==> src/rtl/adam_pkg.sv <==
// adam_pkg: constants shared by the Adam weight-update sequencer and its
// gradient clamp.
//   - W / tag constants: every value carries a 2-bit exception tag above an
//     IEEE-754 single (00 zero, 01 normal, 10 inf, 11 NaN).
//   - state_t: sequencer FSM states.
//   - CLIP_MAG: tagged +1.0, the clamp magnitude.
//   - Adam coefficients (tagged single precision), kept here so the update
//     block and the sequencer agree on one source.
package adam_pkg;

    localparam int BIT_WIDTH = 32;
    localparam int EXTRA_BIT = 2;
    localparam int W         = BIT_WIDTH + EXTRA_BIT;

    localparam logic [1:0] TAG_ZERO   = 2'b00;
    localparam logic [1:0] TAG_NORMAL = 2'b01;
    localparam logic [1:0] TAG_INF    = 2'b10;
    localparam logic [1:0] TAG_NAN    = 2'b11;

    typedef enum logic [2:0] {
        IDLE,
        FETCH,
        WAIT_GRAD,
        ISSUE,
        WAIT_RES,
        WRITE,
        DONE
    } state_t;

    localparam logic [W-1:0] CLIP_MAG      = {TAG_NORMAL, 32'h3F80_0000};

    localparam logic [W-1:0] BETA_1        = {TAG_NORMAL, 32'h3F66_6666}; // 0.9
    localparam logic [W-1:0] BETA_2        = {TAG_NORMAL, 32'h3F7F_BE77}; // 0.999
    localparam logic [W-1:0] ONE_M_BETA_1  = {TAG_NORMAL, 32'h3DCC_CCCD}; // 0.1
    localparam logic [W-1:0] ONE_M_BETA_2  = {TAG_NORMAL, 32'h3A83_126F}; // 0.001
    localparam logic [W-1:0] EPSILON       = {TAG_NORMAL, 32'h322B_CC77}; // 1e-8

endpackage

==> src/rtl/grad_clip.sv <==
// grad_clip: combinational clamp applied to captured gradients when the
// sequencer is built with GRAD_CLIP_EN.
//   grad_in  [W-1:0] : tagged gradient
//   grad_out [W-1:0] : clamped gradient
// Normals with |g| > 1.0 and infinities become +/-1.0 keeping the sign;
// NaN becomes tagged zero; everything else passes through.
module grad_clip
    import adam_pkg::*;
(
    input  logic [W-1:0] grad_in,
    output logic [W-1:0] grad_out
);

    logic [1:0]  tag;
    logic        sgn;
    logic [30:0] mag;

    assign tag = grad_in[W-1 -: 2];
    assign sgn = grad_in[31];
    assign mag = grad_in[30:0];

    always_comb begin
        grad_out = grad_in;
        if (tag == TAG_NAN) begin
            grad_out = '0;
        end else if ((tag == TAG_INF) ||
                     ((tag == TAG_NORMAL) && (mag > CLIP_MAG[30:0]))) begin
            grad_out = {TAG_NORMAL, sgn, CLIP_MAG[30:0]};
        end
    end

endmodule

==> src/rtl/adam_update_sequencer.sv <==
// adam_update_sequencer: walks a layer's weights in index order and, for each
// weight, reads it, accepts one gradient, fires one single-cycle enable to the
// Adam update block and writes the result back. Exactly NUMBER_WEIGHTS enables
// per pass keep the Adam moment index aligned with the weight index.
//
// Build option: GRAD_CLIP_EN -- route captured gradients through grad_clip.
//
// Ports:
//   clk, rst            clock (rising), asynchronous active-high reset
//   start/busy/done     pass control; done pulses one cycle at pass end
//   pass_count [15:0]   completed passes, wraps
//   grad_valid/ready    gradient stream handshake, grad_data [W-1:0]
//   rd_addr/rd_data     weight memory read (data one cycle after address)
//   old_weight, delta_weight, adam_enable, updated_weight   Adam block link
//   wr_en/wr_addr/wr_data  weight memory write
module adam_update_sequencer
    import adam_pkg::*;
#(
    parameter int BIT_WIDTH      = 32,
    parameter int EXTRA_BIT      = 2,
    parameter int NUMBER_WEIGHTS = 4,
    parameter int UPDATE_LATENCY = 1,
    localparam int DW = BIT_WIDTH + EXTRA_BIT,
    localparam int AW = (NUMBER_WEIGHTS > 1) ? $clog2(NUMBER_WEIGHTS) : 1
) (
    input  logic          clk,
    input  logic          rst,
    input  logic          start,
    output logic          busy,
    output logic          done,
    output logic [15:0]   pass_count,
    input  logic          grad_valid,
    input  logic [DW-1:0] grad_data,
    output logic          grad_ready,
    output logic [AW-1:0] rd_addr,
    input  logic [DW-1:0] rd_data,
    output logic [DW-1:0] old_weight,
    output logic [DW-1:0] delta_weight,
    output logic          adam_enable,
    input  logic [DW-1:0] updated_weight,
    output logic          wr_en,
    output logic [AW-1:0] wr_addr,
    output logic [DW-1:0] wr_data
);

    // Latency counter holds UPDATE_LATENCY-1 down to 0.
    localparam int LW = (UPDATE_LATENCY > 1) ? $clog2(UPDATE_LATENCY) : 1;
    localparam logic [AW-1:0] LAST_IDX = AW'(NUMBER_WEIGHTS - 1);

    state_t          state;
    logic [AW-1:0]   idx;
    logic [LW-1:0]   lat_cnt;
    logic            wg_first;
    logic [DW-1:0]   grad_cap;

`ifdef GRAD_CLIP_EN
    grad_clip u_grad_clip (
        .grad_in  (grad_data),
        .grad_out (grad_cap)
    );
`else
    assign grad_cap = grad_data;
`endif

    // All outputs are registered and set on the transition into the state
    // that owns them, so each is valid for the whole of that state.
    always_ff @(posedge clk or posedge rst) begin
        if (rst) begin
            state        <= IDLE;
            idx          <= '0;
            lat_cnt      <= '0;
            wg_first     <= 1'b0;
            busy         <= 1'b0;
            done         <= 1'b0;
            pass_count   <= '0;
            grad_ready   <= 1'b0;
            rd_addr      <= '0;
            old_weight   <= '0;
            delta_weight <= '0;
            adam_enable  <= 1'b0;
            wr_en        <= 1'b0;
            wr_addr      <= '0;
            wr_data      <= '0;
        end else begin
            adam_enable <= 1'b0;
            wr_en       <= 1'b0;
            done        <= 1'b0;
            case (state)
                IDLE: begin
                    if (start) begin
                        idx     <= '0;
                        rd_addr <= '0;
                        busy    <= 1'b1;
                        state   <= FETCH;
                    end
                end
                FETCH: begin
                    grad_ready <= 1'b1;
                    wg_first   <= 1'b1;
                    state      <= WAIT_GRAD;
                end
                WAIT_GRAD: begin
                    // Read data for rd_addr is valid only in the first cycle
                    // here; later stall cycles must not overwrite it.
                    wg_first <= 1'b0;
                    if (wg_first) begin
                        old_weight <= rd_data;
                    end
                    if (grad_valid && grad_ready) begin
                        grad_ready   <= 1'b0;
                        delta_weight <= grad_cap;
                        adam_enable  <= 1'b1;
                        state        <= ISSUE;
                    end
                end
                ISSUE: begin
                    if (UPDATE_LATENCY == 0) begin
                        wr_en   <= 1'b1;
                        wr_addr <= idx;
                        wr_data <= updated_weight;
                        state   <= WRITE;
                    end else begin
                        lat_cnt <= LW'(UPDATE_LATENCY - 1);
                        state   <= WAIT_RES;
                    end
                end
                WAIT_RES: begin
                    if (lat_cnt == '0) begin
                        wr_en   <= 1'b1;
                        wr_addr <= idx;
                        wr_data <= updated_weight;
                        state   <= WRITE;
                    end else begin
                        lat_cnt <= lat_cnt - 1'b1;
                    end
                end
                WRITE: begin
                    if (idx == LAST_IDX) begin
                        done       <= 1'b1;
                        pass_count <= pass_count + 16'd1;
                        state      <= DONE;
                    end else begin
                        idx     <= idx + 1'b1;
                        rd_addr <= idx + 1'b1;
                        state   <= FETCH;
                    end
                end
                DONE: begin
                    busy  <= 1'b0;
                    state <= IDLE;
                end
                default: state <= IDLE;
            endcase
        end
    end

endmodule

==> config.mk <==
export PLATFORM = sky130hd
export DESIGN_NAME = adam_update_sequencer
export DESIGN_NICKNAME = d
export VERILOG_FILES = /design/src/rtl/adam_pkg.sv /design/src/rtl/grad_clip.sv /design/src/rtl/adam_update_sequencer.sv
export SDC_FILE = /design/constraint.sdc
export NUM_CORES = 1
export LEC_CHECK = 0
export CORE_UTILIZATION = 37
export DETAILED_ROUTE_END_ITERATION = 6
export PLACE_DENSITY = 0.87
export SLEW_MARGIN = 20
export SYNTH_ARGS = -nofsm -noshare
export SYNTH_HDL_FRONTEND = slang
export SYNTH_SLANG_ARGS = --single-unit
==> constraint.sdc <==
create_clock -name clk -period 4.15 [get_ports clk]
set_clock_uncertainty 0.05 [all_clocks]
set_input_delay 0.415 -clock clk [delete_from_list [all_inputs] [get_ports clk]]
set_output_delay 0.415 -clock clk [all_outputs]
set_load 0.02 [all_outputs]
# Yosys cells after proc, flatten, opt, wreduce, memory -nomap -nowiden
# Index checks and enable logic that the tools add are counted.
# totals
wordCells,64
ff_bits,132
output_inout_bits,127
# classes
eq_ne,11
add_sub_neg,3
n_mux,21
n_bitwise,1
reduce_logical,14
# ops
operator,count
case mux 3 bit (6 select lines),1
"adder 16 x 1 -> 16 bit, second input constant",1
2-to-1 mux 3 bit,4
AND reduction 2 bit,6
"== test 3 bit, second input constant",3
2-to-1 mux 1 bit,9
"inequality test 2 bit, second input constant",4
case mux 1 bit (2 select lines),4
nonzero test 2 bit,4
"== test 3 x 2 -> 1 bit, second input constant",2
AND reduction 3 bit,2
2-to-1 mux 2 bit,2
case mux 2 bit (2 select lines),1
"== test 3 x 1 -> 1 bit, second input constant",1
zero test 3 bit,1
"adder 2 x 1 -> 2 bit, second input constant",1
"== test 2 bit, second input constant",1
logical AND 1 bit,1
inverter 1 bit,1
"subtractor 1 bit, second input constant",1

# Depth between registers and ports, before layout
# logic_depth
depth_word,3
depth_mapped,6
depth_no_buf,5

# Worst setup path after synthesis
# No wires, ideal clock.
# synth_path
path_type,reg2reg
startpoint,register idx[0]
endpoint,register idx[0]
period_less_slack_ns,1.654
path_slack_ns,2.496
path_stages_with_launch,6
required_ns,3.975
path_buffers,0
arrival_ns,1.479
cell_sequence,dfrtp_1 ha_1 nor2b_1 a22oi_1 nor2_1 mux2_2
# synth_via
elab_chain_cells,3
word_cells_on_any_way,6
cone_classes,1 x add/sub; 2 x eq/ne; 2 x mux; 1 x reduce/logical
# synth_rtl
element,line,text
"start, declared",adam_update_sequencer.sv:51,logic [AW-1:0] idx;
"start signal, assigned",adam_update_sequencer.sv:143,idx <= idx + 1'b1;
adder 2 x 1 -> 2 bit or == test 2 bit (tied branches),"adam_update_sequencer.sv:143, adam_update_sequencer.sv:138",
2-to-1 mux 2 bit or inequality test 2 bit (tied branches),-,
case mux 2 bit (2 select lines) or AND reduction 3 bit (tied branches),-,
# Parallel ways exist; a longest one is shown, timed or not. The select of a mux whose other input is x is not followed.
# A chain may end at the register's enable or synchronous reset.

# Worst setup path after layout
# layout_path
startpoint,register state[2]
endpoint,register delta_weight[17]
# layout_via
elab_chain_cells,2
# layout_rtl
element,line,text
"start, declared",adam_update_sequencer.sv:50,state_t state;
"start signal, assigned",adam_update_sequencer.sv:69,state <= IDLE;
"start signal, assigned",adam_update_sequencer.sv:94,state <= FETCH;
"start signal, assigned",adam_update_sequencer.sv:100,state <= WAIT_GRAD;
== test 3 x 2 -> 1 bit,adam_update_sequencer.sv:88,case (state)
AND reduction 2 bit (no line),-,
"end signal, assigned",adam_update_sequencer.sv:111,delta_weight <= grad_cap;
"end, declared",adam_update_sequencer.sv:38,"output logic [DW-1:0] delta_weight,"
# No other way between the ends.

==> results.toml <==
[floorplan]
dieArea_mm2 = 0.0142
chipWidth_um = 119
initial_core_util_pct = 38.1
fp.dieH_um = 119
pin_count = 233
num_rows = 42
core-area_mm2 = 0.0133

[synthesis]
ys.flop_type = "dfrtp_1"
synth_edf_count = 0
yosys_warnings = 0
synth_nets = 438
ys_seq_elements = 131
synth_top_area_share_pct = 64.4
async_flop_share_pct = 100
yosys.cell_types.count = 28
synthCells = 330
synth_area_per_cell_um2 = 15.4
synth_area_mm2 = 0.00509
synth_area_leaders = "dfrtp_1 64%, mux2_2 23%, xnor2_1 2.2%"
ys_seq_area_share_pct = 64.4
synth_top_area_cell = "dfrtp_1"

[detailed_routing]
wl_per_cell_um = 16.4
drc_errors = 0
drtPass1Iterations = 4
ant_nets = 0
wl_um = 12400
routed_via_density = 4.72
vias = 3590
drtIter0Drc = 121

[clocking]
cts_tree = "yes"
htreeDepth = 4
postCtsSetupBuffers = 0
cts_buffers = 17
clockBufferDepth = 2
hold_buffers = 0
cts_resized = 0
clock_sinks = 131
clk_pin_slew_ns = 0.05
ctsRootBufferMaster = "clkbuf_16"
clock_latency_ns = 0.41

[setup_path]
r2r-end = "delta_weight[17]"
critPathMaxFanout = 36
crit_chain = "nand2b_1, nor2_2, and3_2, mux2_2"
cp-startpoint = "state[2]"
endpoint_kind = "flop"
slowest_delay_ns = 0.78
rrSetupSlack_ns = 1.91
r2r_cells = 4
crit_required_ns = 4.38
arrival_ns = 2.48
worstSetupPathType = "reg -> reg"
crit_family = "simple AND/OR/NAND/NOR gates"
r2r-start = "state[2]"
slowest_stage = "and3_2"
crit_end = "delta_weight[17]"
cp-start-kind = "flop"
cp.depth = 4
critPathBufInv = 0

[timing]
finalMaxSlewViolations = 0
hold_ws_ns = 0.431
fin_crit_sh_pct = 54.0
rsz0062_at_grt = "false"
finalSetupTns_ns = 0
min_period_ns = 2.24
hold_violations = 0
fmax_ghz = 0.446
relSlewSlack_pct = 42.4
worst_pin_slew_ns = 0.864
setup_violations = 0

[flow_run]
maxCapViolCount = 0

[power]
intPower_uw = 4370
combPwrFrac_pct = 43.2
power_density_mw_per_mm2 = 792
vdd_drop_max_uv = 445
p_sw_uw = 2110
p_clk_share_pct = 23.5
p_total_uw = 6480
switching_share_pct = 32.6
p_leak_uw = 0.00345
power_frac_seq_pct = 33.3

[global_route]
grt_pass1_vias = 3994
grt.total_usage_pct = 18.4
grt_max_degree = 69
grt_pass1_wl_um = 20200
overflow = 0
antenna_found_initial = 0

[cells_and_area]
diodes = 0
drive_gt1_share_pct = 23.8
seqCellArea_mm2 = 0.00328
multi_input_area_mm2 = 0.00168
syn2layout_area_growth_pct = 60.7
nets = 679
num-fill-cells = 1056

[placed_design]
dp_hpwl_um = 9090
gp_congestion = 0.753
port_buffers = 232

[worst_hold_path]
min_path_cells = 1
hold_class = "reg -> reg"

[status]
outcome = "finished, final reports clean"
## flip-flops by register name, summed over array words and instances (netlist names)
signal	count
done	1
busy	1
adam_enable	1
idx	2
wg_first	1
delta_weight	34
wr_data	34
old_weight	34
wr_en	1
wr_addr	2
grad_ready	1
state	3
pass_count	16
## routing by layer
layer | vias up | track usage [%] | routed length [um]
met5 | - | 0 | 0
met4 | 0 | 7.89 | 287
met3 | 28 | 6.32 | 978
met2 | 170 | 31.4 | 6340
li1 | 1633 | - | -
met1 | 1759 | 20.8 | 4850
## logic make-up (layout without fill, tap and decap cells)
kind of cell               after synthesis  after routing  share of synthesized area, %
xor gates and xnor gates                15             15                          2.58
DFF                                    131            131                          64.4
and+or+nand+nor                         50             50                          5.41
AOI/OAI and AO/OA                        9              9                          1.03
muxes                                  106            106                          23.4
adders and majority gates                2              2                         0.491
buffers and inverters                   17            271                          2.65
## cell usage in the layout, fill, tap and decap left out, types with 3 or more instances in the layout
| master | synthesis | final |
|---|---|---|
| o21ai_0 | 4 | 4 |
| bufinv_16 | 0 | 4 |
| mux2_2 | 103 | 103 |
| nor2_1 | 10 | 10 |
| clkbuf_1 | 1 | 6 |
| dfrtp_1 | 131 | 131 |
| clkbuf_16 | 0 | 17 |
| xnor2_1 | 13 | 13 |
| nand3_1 | 5 | 5 |
| nor2b_1 | 3 | 3 |
| mux2_1 | 3 | 3 |
| inv_1 | 4 | 3 |
| nand4_1 | 5 | 5 |
| clkdlybuf4s50_1 | 0 | 232 |
| nand2_1 | 13 | 13 |
## power by group through the flow
stage	Clock (uW)	Combinational (uW)	Sequential, uW
global placement	0	2730	2140
global route	1620	2950	2240
CTS	1560	2810	2170
finish	1520	2800	2160
detailed placement	0	2800	2180
floorplan	0	869	2770
## stage by stage
step                      cell area (um2)  instances  setup slack, ns  utilization (%)
after detailed placement             7550        727             1.86             56.6
after CTS                            8150        759             1.88             61.1
after global placement               7550        727             1.92             56.6
after global routing                 8180        760             1.77             61.3
final                                8180        760             1.91             61.3
after floorplan                      5090        330            0.187                -
## Yosys cell counts, types with 2 or more instances
cell type  number
nor2_2          2
a21oi_1         2
dfrtp_1       131
and2_1          2
ha_1            2
nand2b_1        2
and3_1          3
buf_6           7
nor2_1         10
mux2_2        103
nor3_2          2
mux2_1          3
nand3_1         5
nand4_1         5
nand2_1        13
inv_1           4
xnor2_1        13
nor2b_1         3
o21ai_0         4
xor2_1          2
buf_4           5
## final cells by class
cell class	count	area share [%]
clock inverters	9	1.90
well taps	176	2.69
repair buffers	235	29.1
multi-input cells	182	20.6
flip-flops and latches	131	40.1
clock buffers	23	5.48
inverters	4	0.214
## worst min path at each step
| stage | start | to | slack (ns) |
|---|---|---|---|
| after global routing | pass_count[15] | pass_count[15] | 0.44 |
| after CTS | pass_count[15] | pass_count[15] | 0.44 |
| final | pass_count[15] | pass_count[15] | 0.43 |
| after global placement | wg_first | wg_first | 0.41 |
| after detailed placement | pass_count[15] | pass_count[15] | 0.42 |
| after floorplan | wg_first | wg_first | 0.40 |
No activity file was read; power rests on OpenSTA's default activity.
